$ cat config.mk
export PLATFORM = sky130hd
export DESIGN_NAME = snake_score_ssd_flat
export DESIGN_NICKNAME = d
export VERILOG_FILES = /design/src/rtl/snake_score_ssd_if.sv /design/src/rtl/snake_score_ssd.sv /design/src/flat_wrapper.sv
export SDC_FILE = /design/constraint.sdc
export NUM_CORES = 1
export LEC_CHECK = 0
export CAP_MARGIN = 10
export CORE_MARGIN = 5
export CORE_UTILIZATION = 45
export CTS_CLUSTER_SIZE = 12
export DETAILED_ROUTE_END_ITERATION = 7
export PLACE_DENSITY_LB_ADDON = 0.15
export SYNTH_ARGS = -nofsm -noshare
export SYNTH_HDL_FRONTEND = slang
export SYNTH_SLANG_ARGS = --single-unit
$ cat constraint.sdc
create_clock -name clk -period 8.39 [get_ports clk]
set_clock_uncertainty 0.1 [all_clocks]
set_input_delay 1.678 -clock clk [delete_from_list [all_inputs] [get_ports clk]]
set_output_delay 1.678 -clock clk [all_outputs]
set_load 0.01 [all_outputs]
$ cat src/rtl/snake_score_ssd_if.sv
// Score display bus between the game core (master) and the seven-segment driver (slave).
interface snake_score_ssd_if #(
    parameter int LEN_W = 8
);
    logic [LEN_W-1:0] Length;
    logic             Blink;
    logic             Busy;
    logic [7:0]       An;
    logic [7:0]       Seg;

    modport master (output Length, output Blink, input Busy, input An, input Seg);
    modport slave  (input Length, input Blink, output Busy, output An, output Seg);
endinterface

$ cat src/rtl/snake_score_ssd.sv
// Snake score seven-segment driver: sequential double-dabble BCD conversion plus multiplexed display.
// Optional game-over blinking is enabled by defining SNAKE_SSD_BLINK_EN.
module snake_score_ssd #(
    parameter int LEN_W   = 8,
    parameter int SCAN_W  = 18,
    parameter int BLINK_W = 26
) (
    input logic              clk,
    input logic              rst,
    snake_score_ssd_if.slave bus
);

    localparam int SR_W  = LEN_W + 16;
    localparam int CNT_W = $clog2(LEN_W + 1);

    typedef enum logic [1:0] {IDLE, SHIFT, LOAD} state_t;

    state_t            state_q, state_d;
    logic [LEN_W-1:0]  shown_q, shown_d;
    logic [15:0]       digits_q, digits_d;
    logic [SR_W-1:0]   sr_q, sr_d;
    logic [CNT_W-1:0]  cnt_q, cnt_d;
    logic [SCAN_W-1:0] scan_q;
    logic [7:0]        an_q, an_d;
    logic [7:0]        seg_q, seg_d;
    logic [15:0]       bcdAdj;
    logic [1:0]        sel;
    logic [3:0]        curDigit;
    logic              blank;

    function automatic logic [7:0] encode(input logic [3:0] d);
        case (d)
            4'd0:    encode = 8'b00000011;
            4'd1:    encode = 8'b10011111;
            4'd2:    encode = 8'b00100101;
            4'd3:    encode = 8'b00001101;
            4'd4:    encode = 8'b10011001;
            4'd5:    encode = 8'b01001001;
            4'd6:    encode = 8'b01000001;
            4'd7:    encode = 8'b00011111;
            4'd8:    encode = 8'b00000001;
            4'd9:    encode = 8'b00001001;
            default: encode = 8'hFF;
        endcase
    endfunction

    // Add-3 correction on each BCD nibble before the shift.
    always_comb begin
        bcdAdj = '0;
        for (int k = 0; k < 4; k++) begin
            bcdAdj[4*k +: 4] = (sr_q[LEN_W+4*k +: 4] >= 4'd5) ?
                               sr_q[LEN_W+4*k +: 4] + 4'd3 : sr_q[LEN_W+4*k +: 4];
        end
    end

    always_comb begin
        state_d  = state_q;
        shown_d  = shown_q;
        digits_d = digits_q;
        sr_d     = sr_q;
        cnt_d    = cnt_q;
        case (state_q)
            IDLE: begin
                if (bus.Length != shown_q) begin
                    sr_d    = {16'd0, bus.Length};
                    shown_d = bus.Length;
                    cnt_d   = CNT_W'(LEN_W);
                    state_d = SHIFT;
                end
            end
            SHIFT: begin
                sr_d  = {bcdAdj[14:0], sr_q[LEN_W-1:0], 1'b0};
                cnt_d = cnt_q - CNT_W'(1);
                if (cnt_q == CNT_W'(1)) begin
                    state_d = LOAD;
                end
            end
            LOAD: begin
                digits_d = sr_q[SR_W-1 -: 16];
                state_d  = IDLE;
            end
            default: state_d = IDLE;
        endcase
    end

`ifdef SNAKE_SSD_BLINK_EN
    logic [BLINK_W-1:0] blink_q;

    always_ff @(posedge clk or posedge rst) begin
        if (rst) begin
            blink_q <= '0;
        end else begin
            blink_q <= blink_q + BLINK_W'(1);
        end
    end
`else
    logic unusedBlink;
    assign unusedBlink = bus.Blink & (BLINK_W > 0);
`endif

    // A digit is blank only when it and every digit above it are zero.
    always_comb begin
        sel      = scan_q[SCAN_W-1 -: 2];
        curDigit = digits_q[4*sel +: 4];
        case (sel)
            2'd1:    blank = (digits_q[15:4] == 12'd0);
            2'd2:    blank = (digits_q[15:8] == 8'd0);
            2'd3:    blank = (digits_q[15:12] == 4'd0);
            default: blank = 1'b0;
        endcase
        an_d  = blank ? 8'hFF : ~(8'h01 << sel);
        seg_d = blank ? 8'hFF : encode(curDigit);
`ifdef SNAKE_SSD_BLINK_EN
        if (bus.Blink && blink_q[BLINK_W-1]) begin
            an_d  = 8'hFF;
            seg_d = 8'hFF;
        end
`endif
    end

    always_ff @(posedge clk or posedge rst) begin
        if (rst) begin
            state_q  <= IDLE;
            shown_q  <= '0;
            digits_q <= '0;
            sr_q     <= '0;
            cnt_q    <= '0;
            scan_q   <= '0;
            an_q     <= 8'hFF;
            seg_q    <= 8'hFF;
        end else begin
            state_q  <= state_d;
            shown_q  <= shown_d;
            digits_q <= digits_d;
            sr_q     <= sr_d;
            cnt_q    <= cnt_d;
            scan_q   <= scan_q + SCAN_W'(1);
            an_q     <= an_d;
            seg_q    <= seg_d;
        end
    end

    assign bus.Busy = (state_q != IDLE);
    assign bus.An   = an_q;
    assign bus.Seg  = seg_q;

endmodule

$ cat src/flat_wrapper.sv
// flat-port wrapper written by rule: the top's interface ports become plain ports
module snake_score_ssd_flat 
#(
    parameter int LEN_W   = 8,
    parameter int SCAN_W  = 18,
    parameter int BLINK_W = 26
)
  (clk, rst, bus_Length, bus_Blink, bus_Busy, bus_An, bus_Seg);
  snake_score_ssd_if #(.LEN_W(LEN_W)) bus_i ();
  input logic clk;
  input logic rst;
  input wire logic [$bits(bus_i.Length)-1:0] bus_Length;
  input wire logic [$bits(bus_i.Blink)-1:0] bus_Blink;
  output wire logic [$bits(bus_i.Busy)-1:0] bus_Busy;
  output wire logic [$bits(bus_i.An)-1:0] bus_An;
  output wire logic [$bits(bus_i.Seg)-1:0] bus_Seg;
  assign bus_i.Length = bus_Length;
  assign bus_i.Blink = bus_Blink;
  assign bus_Busy = bus_i.Busy;
  assign bus_An = bus_i.An;
  assign bus_Seg = bus_i.Seg;
  snake_score_ssd #(.LEN_W(LEN_W), .SCAN_W(SCAN_W), .BLINK_W(BLINK_W)) u_core (.clk(clk), .rst(rst), .bus(bus_i));
endmodule
==> results of run 1 <==
kinds of logic (layout without fill, tap and decap cells):
kind of cell,Yosys count,in the layout
AND/OR/NAND/NOR,95,95
buffers and inverters,42,64
AO/OA/AOI/OAI,66,66
adder cells (fa/ha/maj),17,17
XOR/XNOR,32,32
multiplexers,26,26
flip-flops,83,83
other,1,5
area by class of cell:
type,count,area [um^2],area share (%)
Clock buffer,9,124,2.74
Clock inverter,7,58.8,1.30
Inverter,23,87.6,1.94
Multi-Input combinational cell,241,1790,39.5
Sequential cell,83,2090,46.2
Tap cell,108,135,2.99
Timing Repair Buffer,25,240,5.31
flip-flops by register name, indices dropped and copies added (netlist names):
signal	flops
u_core.shown_q	8
u_core.digits_q	16
u_core.scan_q	18
u_core.state_q	2
u_core.bus.Seg	7
u_core.cnt_q	4
u_core.bus.An	4
u_core.sr_q	24
cells in the final DEF, fill, tap and decap left out, types with 3 or more instances in the layout:
master and instances:
and2_1 8, nand2_1 31, nor3_1 4, conb_1 5, inv_1 22, a221o_1 7, and4_1 4, nand2b_1 7
nor2_1 13, ha_1 17, o22ai_1 15, mux2_2 21, dfrtp_1 72, inv_6 4, xnor2_1 24, dfstp_2 11
nor4b_1 4, a21o_1 3, a31oi_1 4, nand4_1 7, nand3_1 4, clkbuf_8 9, a21oi_1 9, xor2_1 8
buf_4 4, o21ai_0 17, clkdlybuf4s50_1 21
metal layers:
layer  wire, um  vias to the layer above
met4        107                        0
met2       3310                       39
li1           -                     1296
met1       3310                     1252
met5          0                        -
met3        260                        8
power by group:
group | internal, mW | leakage, nW | switching [mW]
Combinational | 0.286 | 0.858 | 0.283
Clock | 0.112 | 0.0872 | 0.154
Sequential | 0.540 | 1.02 | 0.0931
per-stage QoR:
step,hold slack [ns],cell area [um^2]
after global placement,0.352,4340
after floorplan,0.334,4080
final,0.373,4520
after CTS,0.377,4520
after detailed placement,0.362,4340
after global routing,0.393,4520
worst max-delay path: stages:
cell             delay (ns)
clkdlybuf4s50_1        0.52
xnor2_1                0.13
nand4_1                0.20
o21a_1                 0.54
a221o_1                0.48
path summary, 6_finish.rpt:
kind	start	end	depth (start not counted)
max	bus_Length[5]	u_core.sr_q[4]$_DFFE_PP0P_	5
min	u_core.scan_q[0]$_DFF_PP0_	u_core.scan_q[0]$_DFF_PP0_	1
max reg2reg	u_core.scan_q[16]$_DFF_PP0_	u_core.bus.Seg[4]$_DFF_PP1_	7
min reg2reg	u_core.scan_q[0]$_DFF_PP0_	u_core.scan_q[0]$_DFF_PP0_	1
max in group asynchronous	rst	u_core.sr_q[6]$_DFFE_PP0P_	3
min in group asynchronous	rst	u_core.scan_q[12]$_DFF_PP0_	3
==> impl_metrics.env, run 1 <==
export IMPL_leakage_nw=1.97
export IMPL_use_met3_pct=2.47
export IMPL_syn_cell_area_um2=4060
export IMPL_cts_root_buf="clkbuf_8"
export IMPL_num_io_pins=28
export IMPL_place_congestion=0.774
export IMPL_cp_max_fo=24
export IMPL_yosys_top_cells_area="dfrtp_1, dfstp_2, mux2_2, ha_1, xnor2_1"
export IMPL_fin_util_pct=51.6
export IMPL_grt_pass1_wl_um=12500
export IMPL_tightest_slew_ns=1.02
export IMPL_cts_max_level=3
export IMPL_grt_overflow=0
export IMPL_ctsResizeCount=0
export IMPL_use_met1_pct=18.0
export IMPL_max_slew_margin_pct=31.8
export IMPL_use_met2_pct=21.5
export IMPL_antenna_left=0
export IMPL_fmax_mhz=292
export IMPL_maxCapViolations=0
export IMPL_synth_mux_area_share_pct=8.47
export IMPL_grt_max_degree=84
export IMPL_num_vias=2595
export IMPL_yosysSeqAreaShare_pct=51.5
export IMPL_grt_pass1_vias=2665
export IMPL_coreArea_um2=8760
export IMPL_drc=0
export IMPL_portBuffers=21
export IMPL_synth_distinct_cells=49
export IMPL_drt_first_iter_violations=119
export IMPL_period_share_pct=40.8
export IMPL_power_mw=1.47
export IMPL_ys_flop_type="dfrtp_1"
export IMPL_path_clk_slew_ns=0.09
export IMPL_fillers=826
export IMPL_cts_tree="built"
export IMPL_cts_buffer_depth=2
export IMPL_fp_dieH_um=105
export IMPL_startpoint_type="input port"
export IMPL_synth_most_common_cell="dfrtp_1"
export IMPL_routed_via_density=5.23
export IMPL_synthSimpleGateAreaFrac_pct=12.4
export IMPL_outcome="complete, no violations"
export IMPL_crit_type="in2reg"
export IMPL_drive_gt1_share_pct=15.2
export IMPL_syn_inst=362
export IMPL_max_vdd_ir_drop_uv=158
export IMPL_ctsHoldBuffers=0
export IMPL_ys_warn_count=0
export IMPL_synth_adder_area_share_pct=5.24
export IMPL_die_w_um=105
export IMPL_wl_per_cell_um=14.1
export IMPL_synthXorXnorAreaFrac_pct=6.90
export IMPL_worstSetupEndpointType="flop"
export IMPL_clock_sinks=83
export IMPL_clock_latency_ns=0.35
export IMPL_finalSetupTns_ns=0
export IMPL_timing_max_transition_violations_final=0
export IMPL_die_area_um2=11000
export IMPL_synth_top_area_cell="dfrtp_1"
export IMPL_required_ns=8.52
export IMPL_worstPathArrival_ns=3.56
export IMPL_dp_slack_ns=4.55
export IMPL_hold_violations=0
export IMPL_rrSetupSlack_ns=6.19
export IMPL_fin_ws_ns=4.96
export IMPL_start_util_pct=46.3
export IMPL_cts_buffers=9
export IMPL_period_minus_slack_ns=3.43
export IMPL_wl_um=6990
export IMPL_antenna_found_initial=0
export IMPL_antenna_cells=0
export IMPL_power_density_nw_per_um2=325
export IMPL_synth_compound_area_share_pct=10.6
export IMPL_drtPass1Iterations=4
export IMPL_ys_ff_latch=83
export IMPL_dpl_hpwl_um=4720
export IMPL_grt_total_usage_pct=13.5
export IMPL_area_growth_pct=11.4
export IMPL_hp_class="reg2reg"
export IMPL_syn_mean_instance_area_um2=11.2
export IMPL_fin_nets=411
export IMPL_busiest_layer="met2"
export IMPL_place_inst=480
export IMPL_stdcell_count=496
export IMPL_post_cts_buffers=0
export IMPL_grt_setup_unrepaired="false"
export IMPL_async_reset_ff_share_pct=100
export IMPL_synth_top_area_share_pct=44.4
export IMPL_setup_violations_final=0
export IMPL_rows=34
export IMPL_synth_common_cells="dfrtp_1, nand2_1, xnor2_1"
export IMPL_synth_top_family_by_area="simple AND/OR/NAND/NOR gates"
export IMPL_synth_edf_count=0
No activity file was read; power rests on OpenSTA's default activity.
==> run 2, diff against run 1 <==
- clock period: 8.39 -> 2.95 ns (I/O delays scaled with it)
==> run 2 against run 1 <==
Net effect: final area increased by 1.8%; sequential power increased to 2.8 times the previous value; routed wire length increased by 0.39%.
==> impl_metrics.env, run 2 (synthesis gave the netlist of run 1 again) <==
export IMPL_path_clk_slew_ns=0.08
export IMPL_antenna_cells=0
export IMPL_min_to="u_core.scan_q[0]$_DFF_PP0_"
export IMPL_worstPathArrival_ns=1.57
export IMPL_grt_overflow=0
export IMPL_cts_buffer_depth=2
export IMPL_use_met3_pct=2.65
export IMPL_rrSetupSlack_ns=0.77
export IMPL_timing_max_transition_violations_final=0
export IMPL_ctsHoldBuffers=0
export IMPL_antenna_found_initial=0
export IMPL_p_seq_share_pct=41.6
export IMPL_max_vdd_ir_drop_uv=436
export IMPL_power_mw=4.33
export IMPL_setup_violations_final=0
export IMPL_clock_sinks=83
export IMPL_ctsResizeCount=0
export IMPL_reg2regPathDepth=7
export IMPL_power_density_nw_per_um2=940
export IMPL_tightest_slew_ns=0.861
export IMPL_area_growth_pct=13.5
export IMPL_portBuffers=21
export IMPL_grt_pass1_wl_um=12300
export IMPL_rows=34
export IMPL_p_switching_mw=1.48
export IMPL_cp_max_fo=5
export IMPL_holdCritStartpoint="u_core.scan_q[0]$_DFF_PP0_"
export IMPL_clock_latency_ns=0.35
export IMPL_grt_pass1_vias=2554
export IMPL_die_area_um2=11000
export IMPL_num_vias=2612
export IMPL_cts_buffers=9
export IMPL_multiInputGateArea_um2=1790
export IMPL_whs_path_depth=1
export IMPL_finalSetupTns_ns=0
export IMPL_required_ns=2.26
export IMPL_busiest_layer="met2"
export IMPL_stdcell_count=499
export IMPL_wl_um=7020
export IMPL_fin_util_pct=52.6
export IMPL_post_cts_buffers=0
export IMPL_drc=0
export IMPL_r2r_end="u_core.bus.Seg[7]$_DFF_PP1_"
export IMPL_start_util_pct=46.3
export IMPL_use_met2_pct=21.7
export IMPL_seq_area_um2=2090
export IMPL_die_w_um=105
export IMPL_worstSetupEndpointType="primary output"
export IMPL_combPwrFrac_pct=37.7
export IMPL_grt_max_degree=37
export IMPL_fin_nets=414
export IMPL_cts_tree="built"
export IMPL_fp_dieH_um=105
export IMPL_drive_gt1_share_pct=15.6
export IMPL_cts_root_buf="clkbuf_8"
export IMPL_period_share_pct=76.5
export IMPL_timing_rr_start="u_core.scan_q[16]$_DFF_PP0_"
export IMPL_hold_violations=0
export IMPL_place_congestion=0.808
export IMPL_startpoint_type="flop"
export IMPL_grt_total_usage_pct=13.6
export IMPL_crit_type="reg2out"
export IMPL_leakage_nw=2.01
export IMPL_final_common_cell="dfrtp_1"
export IMPL_reg_top3="u_core.sr_q x24, u_core.scan_q x18, u_core.digits_q x16"
export IMPL_place_inst=483
export IMPL_routed_via_density=5.23
export IMPL_fillers=809
export IMPL_fmax_mhz=443
export IMPL_wl_per_cell_um=14.1
export IMPL_switching_share_pct=34.1
export IMPL_period_minus_slack_ns=2.26
export IMPL_top_register="u_core.sr_q"
export IMPL_drtPass1Iterations=4
export IMPL_use_met1_pct=17.9
export IMPL_most_common_layout_cells="dfrtp_1, nand2_1, xnor2_1"
export IMPL_drt_first_iter_violations=131
export IMPL_power_share_clock_pct=20.7
export IMPL_hp_class="reg2reg"
export IMPL_cts_max_level=3
export IMPL_outcome="complete, no violations"
export IMPL_largest_register_ffs=24
export IMPL_dpl_hpwl_um=4920
export IMPL_grt_setup_unrepaired="false"
export IMPL_num_io_pins=28
export IMPL_max_slew_margin_pct=42.6
export IMPL_antenna_left=0
export IMPL_p_int_mw=2.85
export IMPL_coreArea_um2=8760
export IMPL_maxCapViolations=0
## run 2: cell count changes in the layout (fill, tap and decap cells not counted)
cell,before,now
buf_12,0,2
buf_4,4,5
bufinv_16,0,2
clkbuf_1,0,1
clkinv_2,1,2
clkinv_4,1,2
clkinvlp_4,2,1
inv_6,4,0
## run 2: per-layer routing
layer  part of all wire, %  up-vias
li1                      -     1302
met1                    47     1264
met2                    47       36
met3                   3.6       10
met4                   2.0        0
met5                     0        -
## run 2: how the worst max path moves through the flow
stage | slack (ns) | startpoint | to | depth (start not counted)
after floorplan | 0.14 | rst | u_core.cnt_q[0]$_DFFE_PP0P_ | 1
final | 0.69 | u_core.state_q[0]$_DFFE_PP0P_ | bus_Busy | 3
after global routing | 0.54 | u_core.scan_q[16]$_DFF_PP0_ | u_core.bus.Seg[2]$_DFF_PP1_ | 6
after detailed placement | 0.38 | bus_Length[5] | u_core.sr_q[5]$_DFFE_PP0P_ | 6
after CTS | 0.65 | u_core.state_q[0]$_DFFE_PP0P_ | bus_Busy | 3
after global placement | 0.42 | bus_Length[5] | u_core.sr_q[4]$_DFFE_PP0P_ | 6
## run 2: power groups by stage
| stage | Sequential [mW] | Combinational, mW | Clock, mW |
|---|---|---|---|
| floorplan | 1.77 | 1.27 | 0 |
| global placement | 1.81 | 1.61 | 0 |
| detailed placement | 1.83 | 1.66 | 0 |
| CTS | 1.80 | 1.66 | 0.916 |
| global route | 1.86 | 1.85 | 0.962 |
| finish | 1.80 | 1.63 | 0.895 |
## run 2: through the flow
stage                     worst slack [ns]  hold slack, ns  area (um^2)
after CTS                            0.653           0.377         4610
after floorplan                      0.141           0.334         4080
after global placement               0.417           0.353         4390
final                                0.692           0.371         4610
after global routing                 0.541           0.389         4610
after detailed placement             0.375           0.359         4390
## run 2: final cells by class
type	instances	share of cell area [%]
clock buffer	10	2.77
clock inverter	6	1.96
inverter	23	1.90
multi-input combinational	241	38.8
sequential	83	45.4
tap	108	2.93
timing repair buffer	28	6.25
## run 2: critical path, stage by stage, from the launching register on
cell and delay [ns]:
dfrtp_1 0.42, nor2_1 0.24, inv_1 0.07, clkdlybuf4s50_1 0.49
==> run 3, diff against run 2 <==
- clock period: 2.95 -> 2 ns (I/O delays scaled with it)
==> run 3 against run 2 <==
Net effect: cell count rose by 4.6%; register-to-register slack got worse by 0.70 ns; sequential power rose by 48%; count of clock-buffer cells in the layout fell by 1; critical endpoint is now u_core.bus.Seg[2]$_DFF_PP1_; non-clock buffer count rose by 23; sequential share of layout area fell by 2.1 points; first-iteration DRC count fell by 31%; clock power rose by 65%; via count rose by 4.6%; final area rose by 4.8%; global-route usage rose by 0.27 points; flip-flop and latch count did not move.
==> impl_metrics.env, run 3 (synthesis gave the netlist of run 1 again) <==
export IMPL_fin_nets=437
export IMPL_start_util_pct=46.3
export IMPL_cts_max_level=3
export IMPL_cts_buffer_depth=2
export IMPL_fmax_mhz=519
export IMPL_required_ns=2.16
export IMPL_final_common_cell="dfrtp_1"
export IMPL_timing_max_transition_violations_final=0
export IMPL_place_congestion=0.783
export IMPL_die_area_um2=11000
export IMPL_portBuffers=21
export IMPL_use_met2_pct=23.2
export IMPL_outcome="complete, no violations"
export IMPL_crit_type="reg2reg"
export IMPL_grt_setup_unrepaired="false"
export IMPL_worstSetupEndpointType="flop"
export IMPL_coreArea_um2=8760
export IMPL_drt_first_iter_violations=90
export IMPL_max_slew_margin_pct=51.8
export IMPL_fp_dieH_um=105
export IMPL_cts_root_buf="clkbuf_8"
export IMPL_grt_pass1_vias=2767
export IMPL_clock_latency_ns=0.34
export IMPL_grt_overflow=0
export IMPL_cts_tree="built"
export IMPL_seq_area_um2=2090
export IMPL_path_clk_slew_ns=0.09
export IMPL_power_mw=6.71
export IMPL_leakage_nw=2.14
export IMPL_cts_buffers=9
export IMPL_place_inst=501
export IMPL_tightest_slew_ns=0.723
export IMPL_stdcell_count=522
export IMPL_area_growth_pct=18.9
export IMPL_reg_top3="u_core.sr_q x24, u_core.scan_q x18, u_core.digits_q x16"
export IMPL_die_w_um=105
export IMPL_top_register="u_core.sr_q"
export IMPL_drtPass1Iterations=4
export IMPL_multiInputGateArea_um2=1790
export IMPL_maxCapViolations=0
export IMPL_period_minus_slack_ns=1.93
export IMPL_num_io_pins=28
export IMPL_busiest_layer="met2"
export IMPL_max_vdd_ir_drop_uv=615
export IMPL_grt_total_usage_pct=13.9
export IMPL_setup_violations_final=0
export IMPL_fillers=760
export IMPL_routed_via_density=5.24
export IMPL_rows=34
export IMPL_antenna_left=0
export IMPL_use_met1_pct=18.0
export IMPL_drc=0
export IMPL_dpl_hpwl_um=5100
export IMPL_period_share_pct=96.3
export IMPL_wl_um=7290
export IMPL_largest_register_ffs=24
export IMPL_num_vias=2733
export IMPL_use_met3_pct=2.71
export IMPL_startpoint_type="flop"
export IMPL_power_density_nw_per_um2=1390
export IMPL_worstPathArrival_ns=2.09
export IMPL_antenna_found_initial=0
export IMPL_hold_violations=0
export IMPL_cp_max_fo=7
export IMPL_grt_pass1_wl_um=12800
export IMPL_clock_sinks=83
export IMPL_grt_max_degree=43
export IMPL_hold_ws_ns=0.307
export IMPL_most_common_layout_cells="dfrtp_1, nand2_1, buf_4"
export IMPL_antenna_cells=0
export IMPL_wl_per_cell_um=14.0
export IMPL_drive_gt1_share_pct=21.7
export IMPL_hp_class="in2async"
==> run 3: cell type report <==
cell class | instances | area share (%)
Tap cell | 108 | 2.80
Inverter | 23 | 1.87
Multi-Input combinational cell | 241 | 37.0
Clock buffer | 9 | 2.57
Sequential cell | 83 | 43.3
Clock inverter | 7 | 2.57
Timing Repair Buffer | 51 | 9.85
==> run 3: through the flow <==
step / worst slack, ns / setup TNS, ns / cell area [um^2] / util [%]
6_report: 0.0733 / 0 / 4830 / 55.1
5_1_grt: 0.0114 / 0 / 4830 / 55.1
4_1_cts: 0.0188 / 0 / 4790 / 54.7
3_5_place_dp: -0.253 / -7.55 / 4540 / 51.8
3_3_place_gp: -0.230 / -6.64 / 4540 / 51.8
2_1_floorplan: 0.0875 / 0 / 4080 / -
==> run 3: worst paths after layout <==
| check | depth (start not counted) | slack (ns) | end | from |
|---|---|---|---|---|
| max in group asynchronous | 3 | 0.96 | u_core.cnt_q[2]$_DFFE_PP0P_ | rst |
| setup / recovery | 6 | 0.07 | u_core.bus.Seg[2]$_DFF_PP1_ | u_core.scan_q[16]$_DFF_PP0_ |
| hold / removal | 2 | 0.31 | u_core.sr_q[23]$_DFFE_PP0P_ | rst |
| min in group clk | 1 | 0.37 | u_core.scan_q[12]$_DFF_PP0_ | u_core.scan_q[12]$_DFF_PP0_ |
| hold reg to reg | 1 | 0.37 | u_core.scan_q[12]$_DFF_PP0_ | u_core.scan_q[12]$_DFF_PP0_ |
| setup reg to reg | 6 | 0.07 | u_core.bus.Seg[2]$_DFF_PP1_ | u_core.scan_q[16]$_DFF_PP0_ |
==> run 3: where the power goes <==
| group | internal [mW] | switching [mW] | total [mW] |
|---|---|---|---|
| Combinational | 1.35 | 1.22 | 2.56 |
| Sequential | 2.26 | 0.399 | 2.66 |
| Clock | 0.841 | 0.639 | 1.48 |
| Total | 4.45 | 2.26 | 6.71 |
==> run 3: routing by layer <==
layer / vias up / share of wire [%]
li1: 1352 / -
met1: 1336 / 48
met2: 36 / 48
met3: 9 / 3.0
met4: 0 / 1.2
met5: - / 0
==> run 3: timing repair <==
| item | CTS | global route |
|---|---|---|
| endpoints found under the setup margin | 7 | 5 |
| hold buffers | 0 | 0 |
| gates resized for setup | 4 | 2 |
| setup buffers | 1 | 4 |
| pin swaps | 1 | 0 |
==> run 3: critical path, cell delays in order (launching register included) <==
cell and delay, ns:
dfrtp_2 0.45, mux4_1 0.64, inv_2 0.13, ha_1 0.18, nor2_1 0.05, a211oi_1 0.19, o22ai_1 0.10
